`config.mk`:
```
export PLATFORM = sky130hd
export DESIGN_NAME = program_counter
export DESIGN_NICKNAME = d
export VERILOG_FILES = /design/src/rtl/cpu_pkg.sv /design/src/rtl/program_counter.sv
export SDC_FILE = /design/constraint.sdc
export NUM_CORES = 1
export LEC_CHECK = 0
export ABC_AREA = 0
export CORE_AREA = 2 2 39 41
export CTS_BUF_LIST = sky130_fd_sc_hd__clkbuf_4 sky130_fd_sc_hd__clkbuf_8 sky130_fd_sc_hd__clkbuf_16
export DETAILED_ROUTE_END_ITERATION = 10
export DIE_AREA = 0 0 41 43
export GPL_TIMING_DRIVEN = 0
export PLACE_DENSITY_LB_ADDON = 0.08
export SYNTH_ARGS = -nofsm -noshare
export SYNTH_HDL_FRONTEND = slang
export SYNTH_SLANG_ARGS = --single-unit
```
`constraint.sdc`:
```
create_clock -name clk -period 0.9 [get_ports clk]
set_clock_uncertainty 0.05 [all_clocks]
set_input_delay 0.09 -clock clk [delete_from_list [all_inputs] [get_ports clk]]
set_output_delay 0.09 -clock clk [all_outputs]
set_load 0.02 [all_outputs]
```
`src/rtl/cpu_pkg.sv`:
```
// Shared definitions for the 16-bit single-cycle CPU.
// Holds the PC width, the boot vector and the PC type.
package cpu_pkg;

    localparam int PC_WIDTH = 16;

    typedef logic [PC_WIDTH-1:0] pc_t;

    localparam pc_t RESET_VECTOR = 16'h0000;

endpackage

```
`src/rtl/program_counter.sv`:
```
// Architectural PC register: captures next-PC every rising edge.
// Optional hold input enabled by defining PC_STALL_EN.
module program_counter
    import cpu_pkg::*;
#(
    parameter int WIDTH = PC_WIDTH,
    parameter logic [WIDTH-1:0] RESET_VALUE = RESET_VECTOR
) (
    input  logic             clk,
    input  logic             reset,
`ifdef PC_STALL_EN
    input  logic             stall,
`endif
    input  logic [WIDTH-1:0] PC_In,
    output logic [WIDTH-1:0] PC_output
);

    logic [WIDTH-1:0] pc_q;

    // PC register: async boot-vector load, otherwise take next-PC
`ifdef PC_STALL_EN
    always_ff @(posedge clk or negedge reset) begin
        if (!reset) begin
            pc_q <= RESET_VALUE;
        end else if (!stall) begin
            pc_q <= PC_In;
        end
    end
`else
    always_ff @(posedge clk or negedge reset) begin
        if (!reset) begin
            pc_q <= RESET_VALUE;
        end else begin
            pc_q <= PC_In;
        end
    end
`endif

    assign PC_output = pc_q;

endmodule

```
==> results.cfg <==
[outcome]
run_status = complete, but fails checks
violations = setup timing

[pwr]
total_power_w = 0.00133
power_density_mw_per_mm2 = 1680
vdd_ir_drop_max_mv = 1.24
leakage_nw = 0.364

[setup_path]
critPathKind = flop to primary output
cp_cell_sequence = buf_6
path_buf_inv = 1
critPathRequiredTime_ns = 0.76
start_kind = flop
crit_arrival_ns = 0.80
end_kind = primary output
path_delay_family = flip-flops
cpPeakStageDelay_ns = 0.39
critPathMaxFanout = 1
crit_path_top_delay_cell = dfrtp_1

[grt]
grt.total_usage = 0.115
grt-ovfl-total = 0
grt_pass1_wl_um = 1270
grt_pass1_vias = 298
busiest_layer = met2
use_met3 = 0.0419
use_met2 = 0.184
grt_start_max_net_pins = 17
grt_antenna_before_repair = 0
gr-usage-met1 = 0.115

[cts]
cts_max_level = 1
clk_path_buf_depth = 2
clockRootBuffer = clkbuf_4
clkSinkCount = 16
clk_pin_slew_worst_paths_ns = 0.08
ctsHoldBuffers = 0
postCtsSetupBuffers = 0
cts_tree = built
cts_buffers = 3

[route]
first_pass_iters = 2
vias_per_cell = 4.00
drtIter0Drc = 1
wire_per_inst_um = 12.3
drc = 0
wirelength_um = 837
ant_nets = 0
vias = 272

[layout]
nets = 72
largest_reg_flops = 16
post-route-util = 0.573
drive_above_1_share = 0.365
diodes = 0
area_growth_pct = 98.1
regArea_um2 = 400
design_area_um2 = 793
nFillCells = 112
multi_input_gates = 0
multiInputGateArea_um2 = 0

[yosys]
ys_seq_area_frac = 1.00
ys_seq_elements = 16
synthAdderAreaFrac = 0
synth-simple-area-share = 0
syn_nets = 34
synthMuxAreaShare = 0
synth-xor-area-share = 0
syn_area_per_cell_um2 = 25.0
yosys_warnings = 0
synth_compound_area_frac = 0
netlist_area_um2 = 400
synthCells = 16
synth_cell_types = 1

[timing]
setup_violations = 16
maxSlewViolCount = 0
worst_slack_ns = -0.0369
min_period_ns = 0.937
rsz0062_at_grt = true
worstMarginPinSlew_ns = 0.660
post-route-period-util = 1.04
max_freq_mhz = 1070
finalHoldViolCount = 0
relSlewSlack = 0.559
tns_ns = -0.323

[die]
dieArea_mm2 = 0.00176
die_y_um = 43
ioPinCount = 34
rows = 14
core_area_mm2 = 0.00138
start_util = 0.289
die_w_um = 41

[placement]
place_congestion = 0.555
dpl-instance-area_um2 = 751
dp_hpwl_um = 659
portBuffers = 33
dp_slack_ns = -0.172

[job]
drv_cap = 0

[min_path]
min_path_type = input pin to asynchronous set/reset pin
-- worst paths after layout --
kind / startpoint / to / slack [ns] / depth (start not counted)
worst max-delay path: PC_output[15] / PC_output[15] / -0.04 / 1
worst min-delay path: reset / PC_output[10] / 0.17 / 1
max in group asynchronous: reset / PC_output[5] / 0.21 / 1
min in group clk: PC_In[13] / PC_output[13] / 0.20 / 1
-- routing by layer --
| layer | vias up | wire (um) | part of all wire |
|---|---|---|---|
| li1 | 122 | - | - |
| met1 | 129 | 289 | 0.35 |
| met2 | 19 | 433 | 0.52 |
| met3 | 2 | 102 | 0.12 |
| met4 | 0 | 12 | 0.014 |
| met5 | - | 0 | 0 |
-- placed cells by master, fill, tap and decap left out --
| master | netlist | final |
|---|---|---|
| clkdlybuf4s50_1 | 0 | 17 |
| clkbuf_4 | 0 | 3 |
| dfrtp_1 | 16 | 16 |
| buf_6 | 0 | 16 |
-- final cells by class --
cell class	instances	share of cell area
sequential	16	0.505
timing repair buffer	33	0.442
clock buffer	3	0.0284
tap	16	0.0252
-- through the flow --
stage | instances | hold slack [ns]
after detailed placement | 65 | 0.489
after global routing | 68 | 0.191
final | 68 | 0.170
after floorplan | 16 | -0.256
after global placement | 65 | 0.475
after CTS | 68 | 0.195
-- Yosys cell counts, drive strengths merged --
| cell type | n | share of area |
|---|---|---|
| dfrtp | 16 | 1.0 |
-- report_power, final --
part | total (W) | internal [W] | switching (W)
Clock | 0.000345 | 0.000155 | 0.000190
Sequential | 0.000772 | 0.000755 | 0.0000174
Combinational | 0.000214 | 0.000132 | 0.0000830
-- cells by family after synthesis --
| group | Yosys count |
|---|---|
| flops | 16 |
-- timing repair --
action                                  CTS  global route
endpoints found under the setup margin   16            16
pin swaps                                 0             0
gates resized for setup                  96             0
hold endpoints to repair                  0             0
(Power assumes the default switching activity.)
